File: config.mk
export PLATFORM = sky130hd
export DESIGN_NAME = state_sequencer
export DESIGN_NICKNAME = d
export VERILOG_FILES = /design/src/rtl/state_sequencer.sv
export SDC_FILE = /design/constraint.sdc
export NUM_CORES = 1
export LEC_CHECK = 0
export ABC_CLOCK_PERIOD_IN_PS = 2620
export CAP_MARGIN = 40
export CORE_MARGIN = 4
export CORE_UTILIZATION = 30
export DETAILED_ROUTE_END_ITERATION = 6
export GPL_TIMING_DRIVEN = 0
export PLACE_DENSITY = 0.57
export SYNTH_ARGS = -nofsm -noshare
export SYNTH_HDL_FRONTEND = slang
export SYNTH_SLANG_ARGS = --single-unit
File: constraint.sdc
create_clock -name clk -period 2.62 [get_ports clk]
set_input_delay 0.262 -clock clk [delete_from_list [all_inputs] [get_ports clk]]
set_output_delay 0.262 -clock clk [all_outputs]
set_load 0.01 [all_outputs]
File: src/rtl/state_sequencer.sv
// Multicycle CPU state register with a memory-ready stall handshake, a stall
// watchdog, a sticky halt state and cycle / retired-instruction counters.
module state_sequencer #(
  parameter logic [3:0] RESET_STATE = 4'd0,
  parameter logic [3:0] HALT_STATE  = 4'd15,
  parameter int         STALL_LIMIT = 16,
  parameter int         CNT_W       = 32
) (
  input  logic             clk,
  input  logic             reset,
  input  logic [3:0]       next_state,
  input  logic             mem_ready,
  output logic [3:0]       state,
  output logic             mem_req,
  output logic             stall,
  output logic             state_entry,
  output logic             halted,
  output logic             mem_timeout,
  output logic [CNT_W-1:0] cycle_count,
  output logic [CNT_W-1:0] instr_count
);

  localparam int SW = $clog2(STALL_LIMIT + 1);
  localparam logic [SW-1:0] STALL_LAST = SW'(STALL_LIMIT - 1);

  logic [SW-1:0]    stall_cnt, stall_cnt_d;
  logic [3:0]       state_d;
  logic             entry_d, timeout_d;
  logic [CNT_W-1:0] cycle_d, instr_d;
  logic             is_mem;

  always_ff @(posedge clk or negedge reset) begin
    if (!reset) begin
      state       <= RESET_STATE;
      state_entry <= 1'b1;
      stall_cnt   <= '0;
      mem_timeout <= 1'b0;
      cycle_count <= '0;
      instr_count <= '0;
    end else begin
      state       <= state_d;
      state_entry <= entry_d;
      stall_cnt   <= stall_cnt_d;
      mem_timeout <= timeout_d;
      cycle_count <= cycle_d;
      instr_count <= instr_d;
    end
  end

  // Watchdog outranks the plain stall, which outranks a normal transition.
  // A forced halt is not a retire, so instr_count is only touched on the accept path.
  always_comb begin
    state_d     = state;
    entry_d     = 1'b0;
    stall_cnt_d = stall_cnt;
    timeout_d   = mem_timeout;
    cycle_d     = cycle_count;
    instr_d     = instr_count;
    if (!halted) begin
      cycle_d = cycle_count + CNT_W'(1);
      if (is_mem && !mem_ready) begin
        if (stall_cnt == STALL_LAST) begin
          state_d     = HALT_STATE;
          timeout_d   = 1'b1;
          stall_cnt_d = '0;
          entry_d     = 1'b1;
        end else begin
          stall_cnt_d = stall_cnt + SW'(1);
        end
      end else begin
        state_d     = next_state;
        stall_cnt_d = '0;
        entry_d     = 1'b1;
        if ((state != 4'd0 && next_state == 4'd0) ||
            (state == 4'd14 && next_state == HALT_STATE)) begin
          instr_d = instr_count + CNT_W'(1);
        end
      end
    end
  end

  always_comb begin
    is_mem  = (state == 4'd0) || (state == 4'd9) || (state == 4'd10);
    halted  = (state == HALT_STATE);
    mem_req = is_mem && !halted;
    stall   = is_mem && !mem_ready && !halted;
  end

endmodule

==> flow_summary_export.csv, run 1 <==
group,metric,value,unit
timing,slew_viol_final,0,
timing,fin_setup_tns,0,ns
synth,synth_fp_nets,343,
grt,antenna_found_initial,0,
cells_and_area,drive_gt1_frac,0.123,
detailed_routing,post_drt_via_cell_ratio,4.74,
detailed_routing,drcViolationCount,0,
synth,syn_inst,333,
power_and_ir_drop,ir_worst_vdd,0.000366,V
worst_setup_path,cp-end-kind,"output port",
placed_design,portBuffers,79,
placed_design,gp_congestion,0.802,
timing,final-setup-viol-count,0,
timing,rsz0062_at_grt,"no",
synth,syn_avg_cell_area,11.2,um2
timing,finalCritPeriodShare,0.935,
grt,grt_pass1_wl,14900,um
detailed_routing,routedWlPerCell,14.8,um
cells_and_area,most-common-layout-cells,"clkdlybuf4s50_1, dfrtp_1, xor2_1",
power_and_ir_drop,leakage,2.19,nW
detailed_routing,vias,2835,
timing,worst_slew_pin_slew,0.652,ns
floorplanning,io_pins,80,
worst_setup_path,crit_type,"flip-flop to output port",
worst_setup_path,critPathMaxFanout,9,
clock_tree,cts_tree,"built",
cells_and_area,final_common_cell,"clkdlybuf4s50_1",
worst_setup_path,worstPathRequired,2.36,ns
worst_setup_path,rr_startpoint,"state[3]",
placed_design,dpl.hpwl,6460,um
floorplanning,num_rows,40,
worst_setup_path,critPathLaunch,"state[1]",
clock_tree,path_clk_slew,0.06,ns
clock_tree,insertion_delay,0.34,ns
synth,synthArstFlopShare,1.00,
floorplanning,core,12100,um2
detailed_routing,drt_iter0_drc,124,
synth,ys.flop_type,"dfrtp_1",
synth,synth_area,3730,um2
outcome,outcome,"complete, no violations",
timing,period_needed,2.45,ns
cells_and_area,syn2layout_area_growth,35.7,%
grt,overflow,0,
worst_setup_path,r2r_slack,0.41,ns
floorplanning,die_x,119,um
timing,hold_viol_final,0,
synth,synth_cell_type_count,47,
synth,yosysSeqAreaShare,0.504,
clock_tree,cts_buffer_depth,2,
timing,skew,0.00450,ns
clock_tree,htree_levels,3,
worst_hold_path,hold_path_class,"input port to asynchronous set/reset pin",
grt,grt_usage,0.131,
worst_setup_path,slowest_delay,0.63,ns
synth,synth-seq-cells,75,
worst_setup_path,cp_slowest_cell,"clkdlybuf4s50_1",
cells_and_area,design_area,5060,um2
detailed_routing,routed_wirelength,8840,um
synth,yosysWarnings,0,
floorplanning,dieHeight,119,um
placed_design,place_area,4750,um2
detailed_routing,antenna_left,0,
timing,maxSlewHeadroom,0.564,
cells_and_area,diodes,0,
floorplanning,initial_core_util,0.308,
clock_tree,numCtsBuffers,9,
worst_setup_path,critPathLaunchType,"flip-flop",
timing,fmax,0.408,GHz
power_and_ir_drop,power_per_cell_area,670,nW/um2
worst_setup_path,critPathArrivalTime,2.19,ns
grt,grt_pass1_vias,2837,
floorplanning,die_area,14300,um2
worst_setup_path,cp_cell_sequence,"buf_6 > xor2_1 > o21a_1 > nor3_2 > clkdlybuf4s50_1",
job,drv_cap,0,
grt,grt_max_degree,50,
clock_tree,root_buffer,"clkbuf_16",
cells_and_area,fin_nets,435,
clock_tree,clock_sinks,75,
synth,synth_edf_count,0,
detailed_routing,drt_first_pass_iters,4,
-- layer usage --
layer | vias up | track usage | share of wire
met4 | 0 | 0.0429 | 0.0092
met5 | - | 0 | 0
met2 | 47 | 0.205 | 0.48
li1 | 1374 | - | -
met1 | 1410 | 0.170 | 0.47
met3 | 4 | 0.0442 | 0.039
-- synth_stat cells (6+ instances only) --
library cell	n	share of area
and3_1	8	0.013
and4_1	10	0.023
dfrtp_1	74	0.50
inv_1	7	0.0071
nand2_1	29	0.029
nand3_1	25	0.034
nand4_1	20	0.034
nor2_1	10	0.010
nor3_1	12	0.016
nor3_2	10	0.027
nor4_1	7	0.012
nor4_2	6	0.020
xnor2_1	26	0.061
xor2_1	38	0.089
-- state kept, by name (all words and copies together) (netlist names) --
register     count
instr_count     32
state            4
state_entry      1
stall_cnt        5
cycle_count     32
mem_timeout      1
-- path summary, 6_finish.rpt --
path | endpoint | cells past startpoint
setup reg to reg | cycle_count[29] | 6
hold reg to reg | mem_timeout | 1
hold / removal | instr_count[0] | 2
min in group clk | mem_timeout | 1
max in group asynchronous | cycle_count[26] | 3
setup / recovery | stall | 5
-- stage by stage --
step / total power (W) / hold WS [ns] / instances / setup WS [ns] / utilization
2_1_floorplan: 0.00179 / -0.0336 / 333 / 0.772 / -
3_3_place_gp: 0.00216 / 0.444 / 580 / -1.43 / 0.390
3_5_place_dp: 0.00218 / 0.209 / 581 / 0.325 / 0.392
4_1_cts: 0.00344 / 0.385 / 598 / 0.150 / 0.418
5_1_grt: 0.00358 / 0.420 / 598 / 0.0203 / 0.418
6_report: 0.00339 / 0.383 / 598 / 0.170 / 0.418
-- repair_timing --
item                      4_1_cts  5_1_grt
hold buffers                    1        0
resized for setup               0        0
buffers inserted                0        0
hold endpoints to repair       25        0
-- worst max-delay path: cells and delay by family, from the launching register on --
family / cells / cell delay [ns]
buffers and inverters: 2 / 0.77
AO/OA/AOI/OAI: 1 / 0.18
XOR/XNOR: 1 / 0.15
AND/OR/NAND/NOR: 1 / 0.35
flip-flops: 1 / 0.39
-- cells by family after synthesis --
group,count (synthesis),share of synthesized area
AND/OR/NAND/NOR,154,0.262
flip-flops,75,0.504
multiplexers,1,0.00302
adder cells (fa/ha/maj),3,0.0101
buffers and inverters,18,0.0305
AO/OA/AOI/OAI,18,0.0403
XOR/XNOR,64,0.150
-- layout make-up --
class | instances | area (um2)
fillers | 1236 | 7050
flip-flops and latches | 75 | 1880
multi-input cells | 240 | 1740
repair buffers | 81 | 826
clock buffers | 10 | 239
well taps | 168 | 210
plain buffers | 11 | 87.6
clock inverters | 6 | 55.1
inverters | 7 | 26.3
-- power breakdown --
part / switching, W / leakage (nW) / internal [W]
logic: 0.000379 / 1.04 / 0.000368
registers: 0.000129 / 0.998 / 0.00127
clock network: 0.000484 / 0.152 / 0.000755
No activity file was read; power rests on OpenSTA's default activity.
==> run 2, diff against run 1 <==
- MAX_ROUTING_LAYER: default -> met4
==> flow_summary_export.csv, run 2 (synthesis results as in run 1) <==
group,metric,value,unit
grt,grt_pass1_wl,14900,um
worst_setup_path,critPathMaxFanout,9,
detailed_routing,vias,2833,
worst_setup_path,cp_slowest_cell,"clkdlybuf4s50_1",
grt,overflow,0,
worst_setup_path,slowest_delay,0.63,ns
detailed_routing,routedWlPerCell,14.8,um
cells_and_area,final_common_cell,"clkdlybuf4s50_1",
grt,grt_pass1_vias,2839,
cells_and_area,drive_gt1_frac,0.123,
clock_tree,root_buffer,"clkbuf_16",
detailed_routing,antenna_left,0,
cells_and_area,diodes,0,
grt,grt_usage,0.134,
clock_tree,numCtsBuffers,9,
floorplanning,die_area,14300,um2
power_and_ir_drop,power_per_cell_area,670,nW/um2
worst_setup_path,critPathLaunchType,"flip-flop",
floorplanning,dieHeight,119,um
floorplanning,num_rows,40,
clock_tree,cts_buffer_depth,2,
timing,period_needed,2.45,ns
placed_design,place_area,4750,um2
clock_tree,cts_resized,0,
placed_design,dpl.hpwl,6460,um
clock_tree,htree_levels,3,
cells_and_area,most-common-layout-cells,"clkdlybuf4s50_1, dfrtp_1, xor2_1",
cells_and_area,syn2layout_area_growth,35.7,%
worst_setup_path,cp-end-kind,"output port",
clock_tree,cts_setup_buffers,0,
clock_tree,clock_sinks,75,
detailed_routing,drt_iter0_drc,116,
placed_design,gp_congestion,0.814,
worst_setup_path,cp_cell_sequence,"buf_6 > xor2_1 > o21a_1 > nor3_2 > clkdlybuf4s50_1",
worst_setup_path,critical-path-top-delay-family,"buffers and inverters",
grt,grt_max_degree,50,
timing,rsz0062_at_grt,"no",
floorplanning,core,12100,um2
power_and_ir_drop,leakage,2.19,nW
floorplanning,initial_core_util,0.308,
cells_and_area,fin_nets,435,
worst_hold_path,hold_path_class,"input port to asynchronous set/reset pin",
worst_setup_path,worstPathRequired,2.36,ns
worst_setup_path,critPathArrivalTime,2.19,ns
clock_tree,cts_tree,"built",
clock_tree,path_clk_slew,0.06,ns
worst_setup_path,path_buf_inv,2,
cells_and_area,top_regs,"cycle_count x32, instr_count x32, stall_cnt x5",
worst_setup_path,crit_type,"flip-flop to output port",
detailed_routing,drt_first_pass_iters,4,
job,drv_cap,0,
placed_design,portBuffers,79,
outcome,outcome,"complete, no violations",
cells_and_area,final_core_util,0.418,
timing,whs,0.382,ns
floorplanning,io_pins,80,
detailed_routing,routed_wirelength,8840,um
timing,hold_viol_final,0,
timing,fmax,0.408,GHz
timing,final-setup-viol-count,0,
timing,maxSlewHeadroom,0.566,
timing,worst_slew_pin_slew,0.649,ns
cells_and_area,design_area,5060,um2
clock_tree,hold_buffers,1,
timing,slew_viol_final,0,
timing,skew,0.00497,ns
detailed_routing,post_drt_via_cell_ratio,4.74,
detailed_routing,drcViolationCount,0,
power_and_ir_drop,ir_worst_vdd,0.000366,V
clock_tree,insertion_delay,0.34,ns
grt,antenna_found_initial,0,
floorplanning,die_x,119,um
timing,finalCritPeriodShare,0.936,
[run 2: cell counts in the layout (fill, tap and decap cells not counted)]
Identical to the previous run, type by type.
[run 2: per-stage QoR]
| stage | setup slack [ns] | TNS, ns | instances | power, W |
|---|---|---|---|---|
| floorplan | 0.772 | 0 | 333 | 0.00179 |
| global placement | -1.43 | -105.83 | 580 | 0.00216 |
| detailed placement | 0.325 | 0 | 581 | 0.00218 |
| CTS | 0.150 | 0 | 598 | 0.00344 |
| global route | 0.0203 | 0 | 598 | 0.00358 |
| finish | 0.168 | 0 | 598 | 0.00339 |
[run 2: layer usage]
metal / up-vias / routed length (um) / GRT usage
li1: 1372 / - / -
met1: 1409 / 4140 / 0.171
met2: 47 / 4230 / 0.205
met3: 5 / 368 / 0.0427
met4: 0 / 98 / 0.0429
met5: - / 0 / -
[run 2: layout make-up]
type / count / area, um2
plain buffers: 11 / 87.6
multi-input cells: 240 / 1740
clock buffers: 10 / 239
clock inverters: 6 / 55.1
repair buffers: 81 / 826
flip-flops and latches: 75 / 1880
well taps: 168 / 210
inverters: 7 / 26.3
fillers: 1236 / 7050
[run 2: worst paths after layout]
check	cells past startpoint	endpoint	from	slack [ns]
worst max-delay path	5	stall	state[1]	0.17
worst min-delay path	2	instr_count[0]	reset	0.38
worst max register to register	6	cycle_count[29]	state[3]	0.41
worst min register to register	1	mem_timeout	mem_timeout	0.46
max in group asynchronous	3	cycle_count[26]	reset	1.66
min in group clk	1	mem_timeout	mem_timeout	0.46
[run 2: where the power goes]
part	switching (W)	internal, W	total [W]
combinational	0.000379	0.000368	0.000747
sequential	0.000129	0.00127	0.00140
clock	0.000485	0.000755	0.00124
total	0.000993	0.00239	0.00339
[run 2: worst reg2reg max path: cells and delay by family, from the launching register on]
kind	cells	cell delay, ns
simple gates	4	1.39
flops	1	0.40
xor+xnor	1	0.15
buf+inv	1	0.14
==> run 3, diff against run 2 <==
- ABC_CLOCK_PERIOD_IN_PS: 2620 -> 3000
- SKIP_LAST_GASP: default -> 1
- clock period: 2.62 -> 3 ns (I/O delays scaled with it)
==> results of run 3 <==
The final DEF is identical to that of run 2. Status: complete, no violations.
Among the figures that moved: setup slack after placement 0.325 ns -> 0.667 ns; setup slack after layout 0.168 ns -> 0.510 ns; hold slack 0.382 ns -> 0.420 ns; register-to-register setup slack 0.41 ns -> 0.79 ns; total power 0.00339 W -> 0.00296 W; worst IR drop on VDD 0.000366 V -> 0.000320 V
